--- src/rtl/piso_serializer_pkg.sv ---
// Shared types and helpers for the parallel-in serial-out serializer.
//   state_e : FSM encoding (ST_IDLE, ST_SHIFT, ST_PARITY)
//   cnt_w() : bit-counter width for a given frame width, $clog2(width+1)
package piso_serializer_pkg;

  typedef enum logic [1:0] {
    ST_IDLE   = 2'd0,
    ST_SHIFT  = 2'd1,
    ST_PARITY = 2'd2
  } state_e;

  function automatic int unsigned cnt_w(input int unsigned width);
    return $clog2(width + 1);
  endfunction

endpackage

--- src/rtl/piso_serializer_if.sv ---
// Handshake and serial-output bundle of the serializer.
//   din        : parallel word to serialize (producer -> serializer)
//   din_valid  : din is presented
//   din_ready  : serializer accepts din on this edge
//   sout       : serial bit
//   sout_valid : sout carries a frame bit this cycle
//   busy       : frame in progress
//   frame_done : cycle carrying the final bit of a frame
// master = producer/consumer side, slave = serializer side.
interface piso_serializer_if #(
  parameter int unsigned WIDTH = 4
) ();

  logic [WIDTH-1:0] din;
  logic             din_valid;
  logic             din_ready;
  logic             sout;
  logic             sout_valid;
  logic             busy;
  logic             frame_done;

  modport master (
    output din,
    output din_valid,
    input  din_ready,
    input  sout,
    input  sout_valid,
    input  busy,
    input  frame_done
  );

  modport slave (
    input  din,
    input  din_valid,
    output din_ready,
    output sout,
    output sout_valid,
    output busy,
    output frame_done
  );

endinterface

--- src/rtl/piso_serializer_bit_counter.sv ---
// Frame bit counter: counts 0..WIDTH-1 and saturates on the last value.
//   i_clk  : clock
//   i_rst  : synchronous active-high reset (count -> 0)
//   i_load : restart the count at 0 (takes priority over i_en)
//   i_en   : advance the count
//   o_cnt  : current bit index
//   o_tc   : terminal count, high while o_cnt == WIDTH-1
module piso_serializer_bit_counter
  import piso_serializer_pkg::*;
#(
  parameter int unsigned WIDTH = 4,
  parameter int unsigned CNT_W = cnt_w(WIDTH)
) (
  input  logic             i_clk,
  input  logic             i_rst,
  input  logic             i_load,
  input  logic             i_en,
  output logic [CNT_W-1:0] o_cnt,
  output logic             o_tc
);

  localparam logic [CNT_W-1:0] LAST = CNT_W'(WIDTH - 1);

  logic [CNT_W-1:0] r_cnt;

  always_ff @(posedge i_clk) begin
    if (i_rst) begin
      r_cnt <= '0;
    end else if (i_load) begin
      r_cnt <= '0;
    end else if (i_en && (r_cnt != LAST)) begin
      r_cnt <= r_cnt + CNT_W'(1);
    end
  end

  assign o_cnt = r_cnt;
  assign o_tc  = (r_cnt == LAST);

endmodule

--- src/rtl/piso_serializer.sv ---
// Parallel-in serial-out serializer. Accepts a WIDTH-bit word on a valid/ready
// handshake and emits it one bit per clock on sout, with gapless back-to-back frames.
// Optional feature macro: PIPO_PARITY_EN appends an even-parity bit to every frame.
//   i_clk : clock, all state updates on posedge
//   i_rst : synchronous active-high reset; aborts any frame in progress
//   bus   : piso_serializer_if.slave (din/din_valid/din_ready, sout/sout_valid,
//           busy, frame_done)
// Parameters: WIDTH (>=2) data bits per frame; MSB_FIRST selects din[WIDTH-1] or din[0]
// as the first bit on the line.
module piso_serializer
  import piso_serializer_pkg::*;
#(
  parameter int unsigned WIDTH     = 4,
  parameter bit          MSB_FIRST = 1'b1
) (
  input  logic                 i_clk,
  input  logic                 i_rst,
  piso_serializer_if.slave     bus
);

  localparam int unsigned CNT_W = cnt_w(WIDTH);
  localparam logic [CNT_W-1:0] PRE_LAST = CNT_W'(WIDTH - 2);
`ifdef PIPO_PARITY_EN
  localparam bit PARITY_EN = 1'b1;
`else
  localparam bit PARITY_EN = 1'b0;
`endif

  state_e           r_state;
  logic [WIDTH-1:0] r_shift;
  logic             r_sout;
  logic             r_sout_valid;
  logic             r_frame_done;
`ifdef PIPO_PARITY_EN
  logic             r_par;
`endif

  logic             w_ready;
  logic             w_accept;
  logic             w_final;
  logic             w_tc;
  logic             w_cnt_en;
  logic [CNT_W-1:0] w_cnt;
  logic             w_first_bit;
  logic             w_next_bit;
  logic [WIDTH-1:0] w_shift_nxt;

  // Final-bit cycle: the only SHIFT/PARITY cycle in which a new word may be taken.
`ifdef PIPO_PARITY_EN
  assign w_final = (r_state == ST_PARITY);
`else
  assign w_final = (r_state == ST_SHIFT) && w_tc;
`endif

  assign w_ready  = !i_rst && ((r_state == ST_IDLE) || w_final);
  assign w_accept = bus.din_valid && w_ready;
  assign w_cnt_en = (r_state == ST_SHIFT) && !w_accept;

  // The bit on the line always sits at the outgoing end of r_shift, so the next
  // bit is its neighbour and the register moves one place per cycle.
  assign w_first_bit = MSB_FIRST ? bus.din[WIDTH-1] : bus.din[0];
  assign w_next_bit  = MSB_FIRST ? r_shift[WIDTH-2] : r_shift[1];
  assign w_shift_nxt = MSB_FIRST ? (r_shift << 1) : (r_shift >> 1);

  piso_serializer_bit_counter #(
    .WIDTH (WIDTH),
    .CNT_W (CNT_W)
  ) u_bit_counter (
    .i_clk  (i_clk),
    .i_rst  (i_rst),
    .i_load (w_accept),
    .i_en   (w_cnt_en),
    .o_cnt  (w_cnt),
    .o_tc   (w_tc)
  );

  always_ff @(posedge i_clk) begin
    if (i_rst) begin
      r_state      <= ST_IDLE;
      r_shift      <= '0;
      r_sout       <= 1'b0;
      r_sout_valid <= 1'b0;
      r_frame_done <= 1'b0;
`ifdef PIPO_PARITY_EN
      r_par        <= 1'b0;
`endif
    end else if (w_accept) begin
      // New frame: first bit goes out on the very edge that captures the word.
      r_state      <= ST_SHIFT;
      r_shift      <= bus.din;
      r_sout       <= w_first_bit;
      r_sout_valid <= 1'b1;
      r_frame_done <= 1'b0;
`ifdef PIPO_PARITY_EN
      r_par        <= ^bus.din;
`endif
    end else begin
      unique case (r_state)
        ST_IDLE: begin
          r_sout       <= 1'b0;
          r_sout_valid <= 1'b0;
          r_frame_done <= 1'b0;
        end
        ST_SHIFT: begin
          if (w_tc) begin
`ifdef PIPO_PARITY_EN
            r_state      <= ST_PARITY;
            r_sout       <= r_par;
            r_sout_valid <= 1'b1;
            r_frame_done <= 1'b1;
`else
            r_state      <= ST_IDLE;
            r_sout       <= 1'b0;
            r_sout_valid <= 1'b0;
            r_frame_done <= 1'b0;
`endif
          end else begin
            r_shift      <= w_shift_nxt;
            r_sout       <= w_next_bit;
            r_sout_valid <= 1'b1;
            // Moving onto the last data bit; that ends the frame unless parity follows.
            r_frame_done <= !PARITY_EN && (w_cnt == PRE_LAST);
          end
        end
`ifdef PIPO_PARITY_EN
        ST_PARITY: begin
          r_state      <= ST_IDLE;
          r_sout       <= 1'b0;
          r_sout_valid <= 1'b0;
          r_frame_done <= 1'b0;
        end
`endif
        default: begin
          r_state      <= ST_IDLE;
          r_sout       <= 1'b0;
          r_sout_valid <= 1'b0;
          r_frame_done <= 1'b0;
        end
      endcase
    end
  end

  assign bus.din_ready  = w_ready;
  assign bus.sout       = r_sout;
  assign bus.sout_valid = r_sout_valid;
  assign bus.busy       = (r_state != ST_IDLE);
  assign bus.frame_done = r_frame_done;

endmodule
--- src/flat_wrapper.sv ---
// flat-port wrapper written by rule: the top's interface ports become plain ports
module piso_serializer_flat import piso_serializer_pkg::*;
#(
  parameter int unsigned WIDTH     = 4,
  parameter bit          MSB_FIRST = 1'b1
)
  (i_clk, i_rst, bus_din, bus_din_valid, bus_din_ready, bus_sout, bus_sout_valid, bus_busy, bus_frame_done);
  piso_serializer_if #(.WIDTH(WIDTH)) bus_i ();
  input  logic i_clk;
  input  logic i_rst;
  input wire logic [$bits(bus_i.din)-1:0] bus_din;
  input wire logic [$bits(bus_i.din_valid)-1:0] bus_din_valid;
  output wire logic [$bits(bus_i.din_ready)-1:0] bus_din_ready;
  output wire logic [$bits(bus_i.sout)-1:0] bus_sout;
  output wire logic [$bits(bus_i.sout_valid)-1:0] bus_sout_valid;
  output wire logic [$bits(bus_i.busy)-1:0] bus_busy;
  output wire logic [$bits(bus_i.frame_done)-1:0] bus_frame_done;
  assign bus_i.din = bus_din;
  assign bus_i.din_valid = bus_din_valid;
  assign bus_din_ready = bus_i.din_ready;
  assign bus_sout = bus_i.sout;
  assign bus_sout_valid = bus_i.sout_valid;
  assign bus_busy = bus_i.busy;
  assign bus_frame_done = bus_i.frame_done;
  piso_serializer #(.WIDTH(WIDTH), .MSB_FIRST(MSB_FIRST)) u_core (.i_clk(i_clk), .i_rst(i_rst), .bus(bus_i));
endmodule
--- config.mk ---
export PLATFORM = sky130hd
export DESIGN_NAME = piso_serializer_flat
export DESIGN_NICKNAME = d
export VERILOG_FILES = /design/src/rtl/piso_serializer_pkg.sv /design/src/rtl/piso_serializer_if.sv /design/src/rtl/piso_serializer_bit_counter.sv /design/src/rtl/piso_serializer.sv /design/src/flat_wrapper.sv
export SDC_FILE = /design/constraint.sdc
export NUM_CORES = 1
export LEC_CHECK = 0
export CAP_MARGIN = 20
export CORE_AREA = 2 2 45 47
export CTS_CLUSTER_SIZE = 30
export DETAILED_ROUTE_END_ITERATION = 6
export DIE_AREA = 0 0 47 49
export RECOVER_POWER = 100
export SKIP_LAST_GASP = 1
export SYNTH_ARGS = -nofsm -noshare
export SYNTH_HDL_FRONTEND = slang
export SYNTH_SLANG_ARGS = --single-unit
--- constraint.sdc ---
create_clock -name i_clk -period 2 [get_ports i_clk]
set_clock_uncertainty 0.15 [all_clocks]
set_input_delay 0.4 -clock i_clk [delete_from_list [all_inputs] [get_ports i_clk]]
set_output_delay 0.4 -clock i_clk [all_outputs]
set_load 0.01 [all_outputs]
==> results of run 1 <==
==> repair_timing <==
item | CTS | global route
buffers inserted | 1 | 1
cloned | 0 | 0
endpoints found under the setup margin | 1 | 1
hold buffers | 0 | 0
resized for setup | 3 | 1
==> worst min-delay path by stage <==
stage / startpoint / to / slack [ns]
2_1_floorplan: u_core.u_bit_counter.o_cnt[2] / u_core.bus.frame_done / 0.25
3_3_place_gp: u_core.u_bit_counter.o_cnt[2] / u_core.bus.frame_done / 0.27
3_5_place_dp: u_core.u_bit_counter.o_cnt[2] / u_core.bus.frame_done / 0.28
4_1_cts: u_core.u_bit_counter.o_cnt[2] / u_core.bus.frame_done / 0.30
5_1_grt: u_core.u_bit_counter.o_cnt[2] / u_core.bus.frame_done / 0.31
6_report: u_core.u_bit_counter.o_cnt[2] / u_core.bus.frame_done / 0.29
==> cells in the final DEF, fill, tap and decap left out <==
cell,instances
mux2i_1,3
nor2_1,6
nand2b_1,2
nor4b_1,1
dfxtp_2,1
clkbuf_4,4
nand3_1,1
nor2b_1,1
dlygate4sd3_1,4
ha_1,3
or3_1,2
nor3_1,1
buf_4,2
a21oi_2,1
inv_1,2
dfxtp_1,9
or2b_1,1
clkbuf_1,2
nand3b_1,1
nand2_1,2
a211oi_1,2
a21oi_1,3
clkdlybuf4s50_1,6
clkbuf_8,1
==> routing by layer <==
| layer | GRT usage (%) | share of wire (%) | up-vias |
|---|---|---|---|
| met4 | 4.17 | 1.4 | 0 |
| li1 | - | - | 186 |
| met3 | 6.67 | 7.3 | 2 |
| met5 | 0 | 0 | - |
| met1 | 9.30 | 41 | 169 |
| met2 | 13.2 | 50 | 10 |
==> cell usage after synthesis <==
cell type	n	share of area, %
nand2b_1	2	2.9
or2b_1	1	1.7
nor3_1	1	1.2
a21oi_2	1	2.0
nand3b_1	1	1.7
a21oi_1	3	3.5
nand2_1	2	1.7
inv_1	2	1.7
buf_6	1	2.6
mux2i_1	3	7.0
nor2_1	6	5.2
or3_1	2	2.9
clkbuf_1	1	0.87
nor2b_1	1	1.5
ha_1	3	8.7
nand3_1	1	1.2
buf_2	1	1.2
a211oi_1	2	3.5
nor4b_1	1	2.0
dfxtp_1	10	47
==> through the flow <==
step                      std cells  setup slack, ns  total power (W)
after floorplan                  45            0.475         0.000253
after detailed placement         82          -0.0631         0.000283
after CTS                        87           0.0387         0.000474
after global placement           82          -0.0697         0.000281
after global routing             88           0.0653         0.000491
final                            88            0.160         0.000459
==> final cells by class <==
cell class	instances	share of cell area [%]
Multi-Input combinational cell	30	33.0
Inverter	2	1.23
Tap cell	27	5.53
Clock buffer	4	5.94
Sequential cell	10	33.0
Timing Repair Buffer	15	21.3
==> power groups by stage <==
stage          Sequential [W]  Combinational, W  Clock [W]
6_report             0.000215         0.0000615   0.000183
5_1_grt              0.000216         0.0000677   0.000208
4_1_cts              0.000215         0.0000647   0.000194
3_5_place_dp         0.000219         0.0000630          0
3_3_place_gp         0.000219         0.0000618          0
2_1_floorplan        0.000221         0.0000322          0
==> cells by family after synthesis <==
kind of cell,share of synthesized area [%]
and+or+nand+nor,22.2
DFF,46.6
AOI/OAI and AO/OA,9.04
buffers and inverters,6.41
muxes,7.00
adders and majority gates,8.75
==> sequential cells by signal, indices dropped and copies added, names as in the netlist <==
register / count
u_core.bus.frame_done: 1
u_core.r_state: 1
u_core.bus.sout_valid: 1
u_core.bus.sout: 1
u_core.u_bit_counter.o_cnt: 3
u_core.r_shift: 3
==> results_dict.tcl, run 1 <==
set metrics [dict create \
    fin_util_pct 33.2 \
    slew_viol_final 0 \
    htreeDepth 1 \
    r2r_slack_ns 0.17 \
    holdWs_ns 0.292 \
    synth.distinct_cells 20 \
    rows 16 \
    cts_tree "built" \
    gp_congestion 0.643 \
    yosys_warnings 0 \
    n_antenna_cell 0 \
    wl_per_cell_microns 9.64 \
    peakVddDrop_mv 0.473 \
    area_growth_pct 42.3 \
    dieArea_sq_um 2300 \
    core_area_sq_um 1840 \
    cts-buffers-inserted 3 \
    hold_path.class "flop to flop" \
    clk_pin_slew_ns 0.07 \
    arrival_ns 1.29 \
    timing.hold.worst_path_depth 1 \
    route.detailed.drc 0 \
    fmax_ghz 0.543 \
    hold_violations 0 \
    r2r_start "u_core.u_bit_counter.o_cnt[1]" \
    drive_gt1_share_pct 14.8 \
    p_switching_w 0.000105 \
    totalWireLength_microns 848 \
    path_buf_inv 1 \
    die_h_microns 49 \
    worstSetupPathType "flop to output port" \
    crit_slowest_cell "dfxtp_2" \
    io_buffer_count 11 \
    post_drt_via_cell_ratio 4.17 \
    p_leak_nw 0.250 \
    cpLargestDelayFamily "adder cells" \
    drv_cap 0 \
    start_util_pct 23.3 \
    grt_usage_pct 9.00 \
    tightestPinTransition_ns 0.338 \
    clk_latency_ns 0.26 \
    p_seq_share_pct 46.8 \
    dp.final_hpwl_microns 593 \
    rsz0062_at_grt "no" \
    rr_worst_depth 8 \
    grt_max_degree 11 \
    finalSetupViolations 0 \
    multi_input_area_sq_um 201 \
    final_design_area_no_fill_sq_um 611 \
    cts-root-buf "clkbuf_4" \
    critPathMaxStageDelay_ns 0.33 \
    finalSetupTns_ns 0 \
    outcome "finished clean" \
    fill_cells 207 \
    cp.required_ns 1.45 \
    end_kind "output port" \
    worstSetupStartpointType "flop" \
    place_area_sq_um 568 \
    r2r-end "u_core.u_bit_counter.o_cnt[2]" \
    synthCells 45 \
    power.clock.fraction_pct 39.8 \
    internal-power_w 0.000354 \
    yosysSeqAreaShare_pct 46.6 \
    grt_overflow 0 \
    dr.pass1.iters 1 \
    combPwrFrac_pct 13.4 \
    synth-seq-cells 10 \
    drt_iter0_drc 0 \
    grt_pass1_vias 321 \
    grt_pass1_wl_mm 1.38 \
    postRouteAntennaNets 0 \
    crit_end "bus_din_ready" \
    syn_nets 55 \
    period_share_pct 92.0 \
    critPathMaxFanout 3 \
    cp_common_cell "ha_1" \
    num-nets-final 72 \
    antenna_found_initial 0 \
    synth_area_sq_um 429 \
    final.min_clock_period_ns 1.84 \
    slew_headroom_pct 77.4 \
    cp-startpoint "u_core.u_bit_counter.o_cnt[1]" \
    sw_frac_of_total_pct 22.8 \
    syn_avg_cell_area_sq_um 9.54 \
    cp.depth 5 \
    cts_sinks 10 \
    io_pins 12 \
    crit_chain "ha_1 -> ha_1 -> nor2b_1 -> nor2_1 -> clkbuf_1" \
    clk_path_buf_depth 2 \
    dr_total_vias 367 \
    seqCellArea_sq_um 201 \
    die_w_microns 47 \
    powerDensity_nw_per_um2 752 \
]
Note: power is estimated with default switching activity, not from simulation.
==> run 2: changes to the inputs <==
CORE_AREA = 2 2 39 41   (was 2 2 45 47)
DIE_AREA = 0 0 41 43   (was 0 0 47 49)
==> run 2 against run 1 <==
Net effect:
- critical path type unchanged
- sequential share of layout area rose by 1.5 points
- worst setup slack got worse by 0.0082 ns
- first-iteration DRC count rose by 5
- total power fell by 1.2%
- worst hold slack improved by 0.0012 ns
- critical path depth did not move
- clock power barely moved
- die area fell by 23%
- largest cell class is now multi-input combinational cells
==> results_dict.tcl, run 2 (synthesis results as in run 1) <==
set metrics [dict create \
    highest_layer "met4" \
    postCtsSetupRepairBufs 0 \
    fill_cells 140 \
    finalSetupTns_ns 0 \
    dr_total_vias 363 \
    hold_buffers 0 \
    drt_iter0_drc 5 \
    hold_start "u_core.u_bit_counter.o_cnt[2]" \
    worstSetupStartpointType "flop" \
    cts_resized 2 \
    io_buffer_count 11 \
    route.detailed.drc 0 \
    r2r_start "u_core.u_bit_counter.o_cnt[1]" \
    grt_usage_pct 13.3 \
    setup_slack_ns 0.152 \
    core_area_sq_um 1380 \
    fin_util_pct 42.0 \
    period_share_pct 92.4 \
    wl_met2_microns 405 \
    dp_slack_ns -0.0288 \
    cp_common_cell "ha_1" \
    cts-root-buf "clkbuf_4" \
    rr_worst_depth 6 \
    multi_input_area_sq_um 201 \
    wl_per_cell_microns 11.1 \
    finalSetupViolations 0 \
    route.layer.met1.wl_microns 365 \
    postRouteAntennaNets 0 \
    drv_cap 0 \
    cts_sinks 10 \
    final.min_clock_period_ns 1.85 \
    post_drt_via_cell_ratio 4.84 \
    rows 14 \
    die_w_microns 41 \
    cts_tree "built" \
    clk_latency_ns 0.27 \
    grt_pass1_vias 337 \
    cp-startpoint "u_core.u_bit_counter.o_cnt[1]" \
    clk_path_buf_depth 2 \
    dr.pass1.iters 2 \
    sw_frac_of_total_pct 22.7 \
    rsz0062_at_grt "no" \
    slew_headroom_pct 76.8 \
    grt_max_degree 11 \
    hold_violations 0 \
    clk_pin_slew_ns 0.07 \
    slew_viol_final 0 \
    arrival_ns 1.30 \
    die_h_microns 43 \
    powerDensity_nw_per_um2 781 \
    gp_congestion 0.717 \
    worstSetupPathType "flop to output port" \
    grt_overflow 0 \
    cp.required_ns 1.45 \
    tightestPinTransition_ns 0.347 \
    critPathMaxStageDelay_ns 0.33 \
    dieArea_sq_um 1760 \
    cts-buffers-inserted 3 \
    hold_path.class "flop to flop" \
    totalWireLength_microns 833 \
    p_leak_nw 0.240 \
    internal-power_w 0.000350 \
    dp.final_hpwl_microns 627 \
    p_switching_w 0.000103 \
    start_util_pct 31.0 \
    power.clock.fraction_pct 40.0 \
    htreeDepth 1 \
    cpLargestDelayFamily "adder cells" \
    crit_chain "ha_1 -> ha_1 -> nor2b_1 -> nor2_1 -> clkbuf_1" \
    grt_pass1_wl_mm 1.47 \
    fmax_ghz 0.541 \
    critPathMaxFanout 3 \
    crit_slowest_cell "dfxtp_1" \
    num-nets-final 70 \
    met3_length_microns 52 \
    outcome "finished clean" \
    antenna_found_initial 0 \
    p_seq_share_pct 47.4 \
    io_pins 12 \
    timing.hold.worst_path_depth 1 \
    path_buf_inv 1 \
    seqCellArea_sq_um 200 \
    power.total_w 0.000453 \
    cp.depth 5 \
    final_common_cell "dfxtp_1" \
    peakVddDrop_mv 0.446 \
    area_growth_pct 35.3 \
    n_antenna_cell 0 \
    drive_gt1_share_pct 10.2 \
    end_kind "output port" \
    combPwrFrac_pct 12.6 \
    layout_common_cells "10 x dfxtp_1, 6 x nor2_1, 5 x clkdlybuf4s50_1, 5 x dlygate4sd3_1" \
]
==> run 2: cell count changes in the layout (fill, tap and decap cells not counted), sizes merged <==
| cell | previous run | this run |
|---|---|---|
| buf | 2 | 1 |
| dlygate4sd3 | 4 | 5 |
| clkdlybuf4s50 | 6 | 5 |
| clkbuf | 7 | 6 |
==> run 2: power groups by stage <==
stage	sequential, W	clock (W)	combinational (W)
CTS	0.000215	0.000189	0.0000622
floorplan	0.000221	0	0.0000322
global route	0.000216	0.000201	0.0000641
finish	0.000215	0.000181	0.0000570
global placement	0.000220	0	0.0000622
detailed placement	0.000220	0	0.0000625
==> run 2: final cells by class <==
cell class | instances | share of cell area [%]
inverter | 2 | 1.29
sequential | 10 | 34.5
multi-input combinational | 30 | 34.7
clock buffer | 4 | 6.25
tap | 16 | 3.45
timing repair buffer | 13 | 19.8
==> run 2: metal layers <==
layer | vias to the layer above | global-route usage, %
met5 | - | 0
met4 | 0 | 8.00
met3 | 2 | 9.42
met2 | 10 | 16.6
met1 | 171 | 16.0
li1 | 180 | -
==> run 2: worst paths after layout <==
kind	endpoint	slack, ns
max reg2reg	u_core.u_bit_counter.o_cnt[2]	0.37
max	bus_din_ready	0.15
min	u_core.bus.frame_done	0.29
min reg2reg	u_core.bus.frame_done	0.29
==> run 2: through the flow <==
step / area (sq um) / hold WS (ns) / cells
3_3_place_gp: 554 / 0.279 / 71
3_5_place_dp: 554 / 0.285 / 71
6_report: 581 / 0.293 / 75
2_1_floorplan: 429 / 0.248 / 45
4_1_cts: 591 / 0.294 / 75
5_1_grt: 581 / 0.306 / 75
